**config.mk**
```make
export PLATFORM = sky130hd
export DESIGN_NAME = accel_bar_display
export DESIGN_NICKNAME = d
export VERILOG_FILES = /design/src/rtl/accel_bar_display.sv
export SDC_FILE = /design/constraint.sdc
export NUM_CORES = 1
export LEC_CHECK = 0
export ABC_AREA = 1
export CAP_MARGIN = 30
export CORE_MARGIN = 2
export CORE_UTILIZATION = 35
export DETAILED_ROUTE_END_ITERATION = 6
export GPL_TIMING_DRIVEN = 0
export PLACE_DENSITY = 0.57
export SLEW_MARGIN = 10
export SYNTH_ARGS = -nofsm -noshare
export SYNTH_HDL_FRONTEND = slang
export SYNTH_SLANG_ARGS = --single-unit
```
**constraint.sdc**
```tcl
create_clock -name clk -period 4.3 [get_ports clk]
set_input_delay 0.43 -clock clk [delete_from_list [all_inputs] [get_ports clk]]
set_output_delay 0.43 -clock clk [all_outputs]
set_load 0.01 [all_outputs]
```
**src/rtl/accel_bar_display.sv**
```systemverilog
// Box-car averages signed X/Y/Z samples and drives a centre-split LED bar for one axis,
// chosen by switch or timed auto-scan. Optional peak-hold marker: define PEAK_HOLD_EN.
module accel_bar_display #(
  parameter int DATA_W    = 10,
  parameter int LED_N     = 8,
  parameter int AVG_LOG2  = 2,
  parameter int STEP      = 64,
  parameter int DWELL_CYC = 50_000_000,
  parameter int HOLD_CYC  = 50_000_000
) (
  input  logic                     clk,
  input  logic                     reset_n,
  input  logic                     sample_valid,
  input  logic signed [DATA_W-1:0] x_in,
  input  logic signed [DATA_W-1:0] y_in,
  input  logic signed [DATA_W-1:0] z_in,
  input  logic [1:0]               sel,
  output logic [LED_N-1:0]         led,
  output logic [2:0]               axis_ind,
  output logic                     avg_valid
);

  localparam int ACC_W  = DATA_W + AVG_LOG2;
  localparam int CNT_W  = (AVG_LOG2 > 0) ? AVG_LOG2 : 1;
  localparam int HALF   = LED_N / 2;
  localparam int LVL_W  = $clog2(HALF + 1);
  localparam int DW_W   = $clog2(DWELL_CYC + 1);
  localparam logic [CNT_W-1:0] CNT_LAST = CNT_W'(2**AVG_LOG2 - 1);

  typedef enum logic [1:0] {SCAN_X = 2'd0, SCAN_Y = 2'd1, SCAN_Z = 2'd2} scan_t;

  logic signed [DATA_W-1:0] in_arr [3];
  assign in_arr[0] = x_in;
  assign in_arr[1] = y_in;
  assign in_arr[2] = z_in;

  logic [CNT_W-1:0] cnt_q, cnt_d;
  logic             avg_valid_q, avg_valid_d;
  logic             last_smp;
  logic [3*DATA_W-1:0] avg_flat;

  assign last_smp = sample_valid && (cnt_q == CNT_LAST);

  always_comb begin
    cnt_d       = cnt_q;
    avg_valid_d = last_smp;
    if (sample_valid) cnt_d = last_smp ? '0 : cnt_q + CNT_W'(1);
  end

  always_ff @(posedge clk or negedge reset_n) begin
    if (!reset_n) begin
      cnt_q       <= '0;
      avg_valid_q <= 1'b0;
    end else begin
      cnt_q       <= cnt_d;
      avg_valid_q <= avg_valid_d;
    end
  end

  genvar gi;
  generate
    for (gi = 0; gi < 3; gi++) begin : g_axis
      logic signed [ACC_W-1:0]  acc_q, acc_d, sum, shifted;
      logic signed [DATA_W-1:0] avg_q, avg_d;

      // Accumulator is wide enough for 2**AVG_LOG2 full-scale samples, so no overflow.
      always_comb begin
        sum     = acc_q + ACC_W'(in_arr[gi]);
        shifted = sum >>> AVG_LOG2;
        acc_d   = acc_q;
        avg_d   = avg_q;
        if (sample_valid) begin
          if (last_smp) begin
            acc_d = '0;
            avg_d = shifted[DATA_W-1:0];
          end else begin
            acc_d = sum;
          end
        end
      end

      always_ff @(posedge clk or negedge reset_n) begin
        if (!reset_n) begin
          acc_q <= '0;
          avg_q <= '0;
        end else begin
          acc_q <= acc_d;
          avg_q <= avg_d;
        end
      end

      assign avg_flat[gi*DATA_W +: DATA_W] = avg_q;
    end
  endgenerate

  scan_t            state_q, state_d;
  logic [DW_W-1:0]  dwell_q, dwell_d;

  always_comb begin
    state_d = state_q;
    dwell_d = dwell_q;
    if (sel != 2'b11) begin
      state_d = SCAN_X;
      dwell_d = '0;
    end else if (dwell_q == DW_W'(DWELL_CYC - 1)) begin
      dwell_d = '0;
      case (state_q)
        SCAN_X:  state_d = SCAN_Y;
        SCAN_Y:  state_d = SCAN_Z;
        default: state_d = SCAN_X;
      endcase
    end else begin
      dwell_d = dwell_q + DW_W'(1);
    end
  end

  always_ff @(posedge clk or negedge reset_n) begin
    if (!reset_n) begin
      state_q <= SCAN_X;
      dwell_q <= '0;
    end else begin
      state_q <= state_d;
      dwell_q <= dwell_d;
    end
  end

  logic [1:0]               axis_idx;
  logic signed [DATA_W-1:0] avg_sel;
  logic [DATA_W:0]          mag;
  logic [31:0]              steps;
  logic [LVL_W-1:0]         lvl;
  logic                     cur_neg;
  logic [HALF-1:0]          pos_half, neg_half;
  logic [LED_N-1:0]         bar, led_q, led_d;
  logic [2:0]               axis_ind_q, axis_ind_d;

  always_comb begin
    axis_idx = (sel == 2'b11) ? state_q : sel;
    case (axis_idx)
      2'd1:    avg_sel = avg_flat[DATA_W +: DATA_W];
      2'd2:    avg_sel = avg_flat[2*DATA_W +: DATA_W];
      default: avg_sel = avg_flat[0 +: DATA_W];
    endcase
    cur_neg    = avg_sel[DATA_W-1];
    // One extra bit so the most negative sample has a representable magnitude.
    mag        = cur_neg ? -{avg_sel[DATA_W-1], avg_sel} : {avg_sel[DATA_W-1], avg_sel};
    steps      = (32'(mag) + STEP - 1) / STEP;
    lvl        = (steps > HALF) ? LVL_W'(HALF) : steps[LVL_W-1:0];
    axis_ind_d = 3'b001 << axis_idx;
  end

  generate
    for (gi = 0; gi < HALF; gi++) begin : g_bar
      assign pos_half[HALF-1-gi] = (LVL_W'(gi) < lvl);
      assign neg_half[gi]        = (LVL_W'(gi) < lvl);
    end
  endgenerate

  assign bar = cur_neg ? {neg_half, {HALF{1'b0}}} : {{HALF{1'b0}}, pos_half};

`ifdef PEAK_HOLD_EN
  localparam int HOLD_W = $clog2(HOLD_CYC + 1);
  localparam int LED_IW = (LED_N > 2) ? $clog2(LED_N) : 1;

  logic [LVL_W-1:0]  peak_lvl_q, peak_lvl_d;
  logic              peak_neg_q, peak_neg_d;
  logic [HOLD_W-1:0] hold_q, hold_d;
  logic [LED_N-1:0]  marker;
  logic [LED_IW-1:0] mk;

  always_comb begin
    peak_lvl_d = peak_lvl_q;
    peak_neg_d = peak_neg_q;
    hold_d     = hold_q + HOLD_W'(1);
    if (axis_ind_d != axis_ind_q) begin
      peak_lvl_d = '0;
      peak_neg_d = 1'b0;
      hold_d     = '0;
    end else if (lvl > peak_lvl_q || cur_neg != peak_neg_q ||
                 hold_q == HOLD_W'(HOLD_CYC - 1)) begin
      peak_lvl_d = lvl;
      peak_neg_d = cur_neg;
      hold_d     = '0;
    end
    mk     = peak_neg_d ? LED_IW'(HALF) + LED_IW'(peak_lvl_d) - LED_IW'(1)
                        : LED_IW'(HALF) - LED_IW'(peak_lvl_d);
    marker = '0;
    if (peak_lvl_d != '0) marker[mk] = 1'b1;
    led_d  = bar | marker;
  end

  always_ff @(posedge clk or negedge reset_n) begin
    if (!reset_n) begin
      peak_lvl_q <= '0;
      peak_neg_q <= 1'b0;
      hold_q     <= '0;
    end else begin
      peak_lvl_q <= peak_lvl_d;
      peak_neg_q <= peak_neg_d;
      hold_q     <= hold_d;
    end
  end
`else
  assign led_d = bar;
`endif

  always_ff @(posedge clk or negedge reset_n) begin
    if (!reset_n) begin
      led_q      <= '0;
      axis_ind_q <= 3'b001;
    end else begin
      led_q      <= led_d;
      axis_ind_q <= axis_ind_d;
    end
  end

  assign led       = led_q;
  assign axis_ind  = axis_ind_q;
  assign avg_valid = avg_valid_q;

endmodule

```
== Word level (Yosys, flattened, before mapping) ==
Cells that the tools add are included.

* Equal/unequal tests: 7
* Reductions and logical operators: 4
* Add/subtract/negate cells: 8
* Mux-type cells: 14
* $lt $le $gt $ge: 5
* Shifts and indexed selects: 1

{| class="wikitable"
|+ Operator list
! cell !! number
|-
| two-way mux 26 bit || 2
|-
| adder 12 x 10 -> 12 bit || 3
|-
| two-way mux 12 bit || 3
|-
| adder 26 x 1 -> 26 bit (second input constant) || 1
|-
| equality test 26 bit (second input constant) || 1
|-
| > comparator 26 x 3 -> 1 bit (second input constant) || 1
|-
| one-hot mux 10 bit (2 select lines) || 1
|-
| subtractor 12 x 1 -> 13 bit (second input constant) || 1
|-
| adder 11 x 7 -> 12 bit (second input constant) || 1
|-
| two-way mux 11 bit || 1
|-
| negator 11 bit || 1
|-
| two-way mux 2 bit || 4
|-
| two-way mux 8 bit || 1
|-
| equality test 2 bit (second input constant) || 3
|-
| less-than comparator 1 x 3 -> 1 bit (first input constant) || 2
|-
| less-than comparator 2 x 3 -> 1 bit (first input constant) || 2
|-
| equality test 2 x 1 -> 1 bit (second input constant) || 2
|-
| one-hot mux 2 bit (2 select lines) || 1
|-
| two-way mux 3 bit || 1
|-
| left shift 1 x 2 -> 3 bit (first input constant) || 1
|-
| adder 2 x 1 -> 2 bit (second input constant) || 1
|-
| zero test 2 bit || 1
|-
| inequality test 2 bit (second input constant) || 1
|-
| AND reduction 2 bit || 1
|-
| other kinds (2) || 2
|}

* Output and inout port bits: 12
* Logic and storage cells: 51
* Bits in registers: 108
* Input port bits: 35

== Logic depth before layout (Yosys ltp) ==
Gate-level depths: netlist of the first run.

* Word-level depth: 12
* Depth in mapped cells: 20
* Mapped depth without buffers: 20

== Worst setup path before layout of the first run ==
No wires, ideal clock.

* Path kind: input -> register
* From: in sel[0]
* To: reg led_q[3], in the netlist led[3]
* Path buffers: 0
* Stages: 15
* Path slack: 2182 ps
* Library setup time: 121 ps
* Arrival: 1997 ps
* Required time: 4179 ps
* Cell sequence: nand2_2 > nand3_1 > nand2_4 > nor2_2 > nor2_2 > ha_1 > nand3_1 > nor2_1 > nand2_1 > nand2_1 > nand2_1 > nand2_1 > nand3_1 > nor3b_2 > nor2_1

* Word-level cells in the longest chain between the ends: 12
* Elaborated cells on any way between the ends: 13
* Those cells by class: 3 x add/sub; 2 x order compare; 3 x eq/ne; 5 x mux

{| class="wikitable"
|+ Ends and longest elaborated chain
! what !! line !! text
|-
| start: declaration || 17 || <nowiki>input logic [1:0] sel,</nowiki>
|-
| equality test 2 bit || 138 || <nowiki>axis_idx = (sel == 2'b11) ? state_q : sel;</nowiki>
|-
| two-way mux 2 bit (*) || 138 ||
|-
| equality test 2 bit / equality test 2 x 1 -> 1 bit (equally long branches) || 139 || <nowiki>case (axis_idx)</nowiki>
|-
| one-hot mux 10 bit (2 select lines) (*) || 139 ||
|-
| negator 11 bit || 146 || <nowiki>mag = cur_neg ? -{avg_sel[DATA_W-1], avg_sel} : {avg_sel[DATA_W-1], avg_sel};</nowiki>
|-
| two-way mux 11 bit || 146 ||
|-
| adder 11 x 7 -> 12 bit || 147 || <nowiki>steps = (32'(mag) + STEP - 1) / STEP;</nowiki>
|-
| subtractor 12 x 1 -> 13 bit || 147 ||
|-
| > comparator 26 x 3 -> 1 bit || 148 || <nowiki>lvl = (steps > HALF) ? LVL_W'(HALF) : steps[LVL_W-1:0];</nowiki>
|-
| two-way mux 3 bit || 148 ||
|-
| less-than comparator 1 x 3 -> 1 bit || 154 || <nowiki>assign pos_half[HALF-1-gi] = (LVL_W'(gi) < lvl);</nowiki>
|-
| two-way mux 8 bit (*) || 159 || <nowiki>assign bar = cur_neg ? {neg_half, {HALF{1'b0}}} : {{HALF{1'b0}}, pos_half};</nowiki>
|-
| via bar[3] || 134 || <nowiki>logic [LED_N-1:0] bar, led_q, led_d;</nowiki>
|-
| end signal: assignment || 212 || <nowiki>led_q <= led_d;</nowiki>
|-
| end: declaration || 134 ||
|}

Mark *: on every way through the listed nets, which the timed path passes. The rest lies on a longest branch.
A chain may end at the register's enable or synchronous reset.

== Final worst setup path of the first run ==
* From: in sel[0]
* To: reg led_q[6], in the netlist led[6]

* Word-level cells in the longest chain between the ends: 12
* Elaborated cells on any way between the ends: 13
* Those cells by class: 3 x add/sub; 2 x order compare; 3 x eq/ne; 5 x mux

{| class="wikitable"
|+ Ends and longest elaborated chain
! what !! line !! text
|-
| equality test 2 bit || 138 ||
|-
| two-way mux 2 bit (*) || 138 ||
|-
| equality test 2 bit / equality test 2 x 1 -> 1 bit (equally long branches) || 139 ||
|-
| one-hot mux 10 bit (2 select lines) (*) || 139 ||
|-
| negator 11 bit || 146 ||
|-
| two-way mux 11 bit || 146 ||
|-
| adder 11 x 7 -> 12 bit || 147 ||
|-
| subtractor 12 x 1 -> 13 bit || 147 ||
|-
| > comparator 26 x 3 -> 1 bit || 148 ||
|-
| two-way mux 3 bit || 148 ||
|-
| less-than comparator 2 x 3 -> 1 bit || 155 || <nowiki>assign neg_half[gi] = (LVL_W'(gi) < lvl);</nowiki>
|-
| two-way mux 8 bit (*) || 159 ||
|-
| via bar[6] || 134 ||
|}

Marked as above.

==> flow_metrics.py, run 1 <==
metrics = {
    "route": {
        "wl_per_cell_um": 13.3,
        "postRouteAntennaNets": 0,
        "viasPerCell": 4.88,
        "vias": 5149,
        "drc": 0,
        "wirelength_um": 14000,
        "first_pass_iters": 5,
        "drtIter0Drc": 217,
    },
    "cells_and_area": {
        "nNetsFinal": 900,
        "fin_area_um2": 7310,
        "final_cell_count_no_fill": 1056,
        "syn2layout_area_growth_pct": 17.1,
        "drive_above_1_share_pct": 6.26,
        "antennaDiodeCount": 0,
    },
    "clock_tree": {
        "clk_latency_ns": 0.36,
        "htreeDepth": 3,
        "cts_resized": 0,
        "cts_sinks": 108,
        "clkTransAtPathRegs_ns": 0.07,
        "clockRootBuffer": "clkbuf_16",
        "cts_tree": "built",
        "numCtsBuffers": 9,
        "clockBufferDepth": 2,
    },
    "die": {
        "dieArea_um2": 18900,
        "start_util_pct": 36.0,
        "die_y_um": 138,
        "rows": 48,
        "die_w_um": 138,
        "io_pins": 47,
        "coreArea_um2": 17400,
    },
    "min_path": {
        "hp-start": "dwell_q[0]",
        "hold_class": "register to register",
    },
    "grt": {
        "grt_overflow": 0,
        "grtUsageTotal_pct": 16.4,
        "grt_pass1_wl_um": 24400,
        "grt_pass1_vias": 4957,
        "antenna_found_initial": 0,
        "grt_start_max_net_pins": 85,
    },
    "sta": {
        "fin_skew_ns": 0.0115,
        "final.period_utilization_pct": 65.0,
        "tightest_slew_ns": 0.566,
        "period_needed_ns": 2.80,
        "finalSetupTns_ns": 0,
        "fmax_mhz": 358,
        "rsz0062_at_grt": "no",
        "timing.final.hold_violations": 0,
        "timing.hold.ws_ns": 0.462,
        "setup_violations": 0,
        "slew_headroom_pct": 62.3,
        "slew_violations": 0,
    },
    "placed_design": {
        "gp_congestion": 0.802,
        "dpl.cell_count": 1039,
        "dpl_cell_area_um2": 7020,
        "dpl.hpwl_um": 10800,
        "port_buffers": 46,
    },
    "synthesis": {
        "ys_warn_count": 0,
        "synthCells": 767,
        "syn_area_um2": 6250,
        "netlist_top_cells_count": "nand2_1, dfrtp_1, inv_1",
        "syn_nets": 841,
        "synthArstFlopShare_pct": 100,
        "yosysTopAreaCellShare_pct": 42.9,
        "synth-seq-cells": 108,
        "yosysSeqAreaShare_pct": 43.3,
        "yosys-top-cells-area": "dfrtp_1, nand2_1, ha_1",
        "yosysMostFrequentCell": "nand2_1",
        "yosys_most_used_dff": "dfrtp_1",
        "syn_avg_cell_area_um2": 8.14,
        "ys_types": 43,
        "synth-edff-count": 0,
        "yosys.area.top_type": "dfrtp_1",
    },
    "setup_path": {
        "cp_top_family": "simple AND/OR/NAND/NOR gates",
        "end_kind": "register",
        "critPathMaxStageDelay_ns": 0.63,
        "slowest_stage": "clkdlybuf4s50_1",
        "cp-startpoint": "sel[0]",
        "critical_path_arrival_ns": 3.07,
        "cp.required_ns": 4.58,
        "cp.buffers_inverters": 3,
        "crit_fanout": 7,
        "r2r-start": "state_q[1]",
        "cp-start-kind": "primary input",
        "critical_path_class": "primary input to register",
        "crit_chain": "clkdlybuf4s50_1, inv_2, o21ai_4, nor2_2, nand2_1, nand2_1, nor2_2, ha_1, nand3_1, nand2_1, nand2_1, nand2_1, inv_1, nor2_1, nand2_1, nand2_1, nand3_1, a21oi_1",
        "cp_common_cell": "nand2_1",
    },
    "run_status": {
        "status": "complete, no violations",
    },
    "power_and_ir_drop": {
        "ir_drop_mv": 0.309,
        "p_leak_nw": 3.44,
        "powerDensity_nw_per_um2": 595,
    },
    "job": {
        "max-cap-violations": 0,
    },
}
## registers in the layout (all words and copies together) (netlist names)
| register | count |
|---|---|
| cnt_q | 2 |
| dwell_q | 26 |
| g_axis.avg_q | 30 |
| g_axis.acc_q | 36 |
| avg_valid | 1 |
| state_q | 2 |
| led | 8 |
| axis_ind | 3 |
## routing by layer
layer  wire (um)  track usage [%]  part of all wire, %  vias to the layer above
met3         460             2.98                  3.3                       17
met1        6830             22.0                   49                     2385
met4         220             4.93                  1.6                        0
met5           0                0                    0                        -
li1            -                -                    -                     2680
met2        6500             27.1                   46                       67
## placed cells by master (no fill, tap or decap), types with 14 or more instances in the layout
cell type,count
xor2_1,24
clkdlybuf4s50_1,45
nand2_1,182
clkbuf_1,14
a21oi_1,44
ha_1,36
o21ai_0,67
dfrtp_1,107
nor2_1,54
inv_1,73
nand3_1,55
nor3_1,20
## final cells by class
cell class,instances,area [um^2]
well taps,225,282
repair buffers,48,499
flip-flops and latches,108,2700
fillers,1761,10000
clock inverters,6,48.8
clock buffers,10,239
inverters,80,303
plain buffers,15,63.8
multi-input cells,564,3180
## through the flow
stage	power (W)	util [%]	worst slack, ns
2_1_floorplan	0.00300	-	2.18
3_3_place_gp	0.00354	40.3	-1.55
3_5_place_dp	0.00358	40.4	1.15
4_1_cts	0.00441	42.1	1.50
5_1_grt	0.00479	42.1	1.21
6_report	0.00435	42.1	1.50
## worst paths after layout
kind,cells past startpoint,slack [ns],end
min reg2reg,1,0.46,dwell_q[0]
max,18,1.50,led[6]
min,1,0.46,dwell_q[0]
max reg2reg,17,1.78,led[6]
min in group asynchronous,2,0.49,dwell_q[13]
max in group asynchronous,3,3.13,axis_ind[0]
## power breakdown
group          total, W  switching [W]  internal, W
sequential      0.00155       0.000198      0.00135
clock          0.000812       0.000398     0.000414
combinational   0.00199        0.00118     0.000807
## repair_timing
item                                   4_1_cts  5_1_grt
hold buffers                                 1        0
endpoints found under the hold margin       24        0
buffers inserted                             0        0
setup endpoints to repair                    0        0
## cells by family (layout without fill, tap and decap cells)
group	after synthesis	after routing	synth area share, %
adder cells (fa/ha/maj)	39	39	8.17
AND/OR/NAND/NOR	351	351	24.9
buffers and inverters	95	159	5.87
XOR/XNOR	33	33	4.63
AO/OA/AOI/OAI	141	141	13.1
flip-flops	108	108	43.3
Power figures use the tool's default switching activity.
==> inputs of run 2 (changes only) <==
clock period = 2.6 ns   (was 4.3 ns; I/O delays follow)
==> run 2 against run 1 <==
Against the previous run: routed wire length increased by 0.87%; register-to-register slack got worse by 1.5 ns; clock power is 66% higher; global-route usage stayed put; first-iteration DRC count is 15% higher; power grew 66%; core utilization grew 0.49 points; largest cell class unchanged.
==> flow_metrics.py, run 2 (synthesized netlist as in run 1, its figures left out) <==
metrics = {
    "sta": {
        "slew_violations": 0,
        "fmax_mhz": 425,
        "tightest_slew_ns": 0.565,
        "period_needed_ns": 2.35,
        "setup_violations": 0,
        "final.period_utilization_pct": 90.5,
        "fin_ws_ns": 0.248,
        "timing.final.hold_violations": 0,
        "fin_skew_ns": 0.0101,
        "slew_headroom_pct": 62.3,
    },
    "clock_tree": {
        "cts_sinks": 108,
        "clk_latency_ns": 0.36,
        "clockBufferDepth": 2,
        "htreeDepth": 3,
        "clockRootBuffer": "clkbuf_16",
        "clkTransAtPathRegs_ns": 0.07,
        "cts_tree": "built",
        "numCtsBuffers": 9,
    },
    "power_and_ir_drop": {
        "p_leak_nw": 3.50,
        "ir_drop_mv": 0.510,
        "powerDensity_nw_per_um2": 977,
    },
    "grt": {
        "antenna_found_initial": 0,
        "grtUsageTotal_pct": 16.4,
        "grt_pass1_wl_um": 24300,
        "grt_overflow": 0,
        "grt_pass1_vias": 4953,
        "grt_start_max_net_pins": 85,
    },
    "cells_and_area": {
        "final_cell_mix": "nand2_1, dfrtp_1, inv_1",
        "final_util_pct": 42.6,
        "seq_area_um2": 2700,
        "antennaDiodeCount": 0,
        "regMostFlops": "g_axis.acc_q",
        "reg.largest.list": "g_axis.acc_q x36, g_axis.avg_q x30, dwell_q x26",
        "largest_register_ffs": 36,
        "nNetsFinal": 906,
        "multiInputGateArea_um2": 3210,
        "syn2layout_area_growth_pct": 18.5,
        "final_common_cell": "nand2_1",
        "fill_cells": 1756,
        "drive_above_1_share_pct": 7.65,
    },
    "die": {
        "start_util_pct": 36.0,
        "dieArea_um2": 18900,
        "coreArea_um2": 17400,
        "rows": 48,
        "die_y_um": 138,
        "die_w_um": 138,
        "io_pins": 47,
    },
    "setup_path": {
        "critical_path_class": "register to register",
        "cp.required_ns": 2.84,
        "critical_path_arrival_ns": 2.59,
        "cp-startpoint": "state_q[1]",
        "end_kind": "register",
        "crit_fanout": 5,
        "r2r-start": "state_q[1]",
        "cp-start-kind": "register",
        "worst-r2r-cell-count": 15,
    },
    "placed_design": {
        "port_buffers": 46,
        "gp_congestion": 0.802,
        "dpl.hpwl_um": 10800,
        "pre_cts_ws_ns": -0.383,
    },
    "route": {
        "wl_per_cell_um": 13.3,
        "viasPerCell": 4.86,
        "drtIter0Drc": 249,
        "wirelength_um": 14100,
        "drc": 0,
        "first_pass_iters": 5,
        "vias": 5158,
        "postRouteAntennaNets": 0,
    },
    "run_status": {
        "status": "complete, no violations",
    },
    "min_path": {
        "hold_class": "primary input to async pin",
    },
    "job": {
        "max-cap-violations": 0,
    },
}
## run 2: cell types whose count changed in the layout (fill, tap and decap cells not counted), moves of 2 or more
cell	delta
clkdlybuf4s50_1	-2
nor2_1	-2
buf_4	+6
nor2_4	+2
## run 2: worst max-delay path, cell delays in order (launching register included)
cell and delay, ns:
dfrtp_1 0.43, o21ai_4 0.24, nand2_4 0.12, nand2_4 0.11, nor2_2 0.05, nor2_4 0.11
ha_2 0.21, nand3_1 0.14, nor2_2 0.15, nand2_1 0.07, nand2_1 0.06, nand2_1 0.04
nand2_1 0.07, nand3_1 0.12, nor3b_2 0.25, nor2_1 0.06
## run 2: area by class of cell
| class | instances | area share, % |
|---|---|---|
| Clock buffer | 10 | 3.23 |
| Multi-Input combinational cell | 564 | 43.4 |
| Sequential cell | 108 | 36.5 |
| Inverter | 80 | 4.09 |
| Timing Repair Buffer | 54 | 7.37 |
| Clock inverter | 6 | 0.659 |
| Buffer | 15 | 0.862 |
| Tap cell | 225 | 3.80 |
## run 2: path summary, 6_finish.rpt
kind / slack, ns / to
max reg2reg: 0.25 / led[3]
min in group clk: 0.41 / axis_ind[2]
min: 0.32 / dwell_q[13]
max: 0.25 / led[3]
max in group asynchronous: 1.60 / axis_ind[0]
min reg2reg: 0.46 / dwell_q[0]
## run 2: power by group
| part | internal (W) | total (W) | switching [W] |
|---|---|---|---|
| clock | 0.000685 | 0.00135 | 0.000661 |
| combinational | 0.00135 | 0.00332 | 0.00196 |
| sequential | 0.00224 | 0.00257 | 0.000326 |
| total | 0.00428 | 0.00723 | 0.00295 |
## run 2: per-stage QoR
step / instances / setup TNS, ns / hold WS [ns] / power [W] / area, um^2
floorplan: 767 / 0 / -0.0356 / 0.00497 / 6250
global placement: 1038 / -332.45 / 0.455 / 0.00585 / 6990
detailed placement: 1039 / -2.56 / 0.143 / 0.00592 / 7020
CTS: 1056 / 0 / 0.320 / 0.00730 / 7320
global route: 1062 / -0.000700 / 0.350 / 0.00796 / 7400
finish: 1062 / 0 / 0.317 / 0.00723 / 7400
## run 2: layer usage
layer / GRT usage, % / routed length, um / vias to the layer above
li1: - / - / 2690
met1: 22.0 / 6970 / 2388
met2: 27.1 / 6560 / 61
met3: 2.98 / 374 / 19
met4: 4.93 / 229 / 0
met5: 0 / 0 / -
## run 2: repair_timing
item,in CTS,in global routing
gates resized for setup,2,10
setup endpoints to repair,4,8
pin swaps,0,4
hold buffers,1,0
setup buffers,0,6
endpoints found under the hold margin,24,0
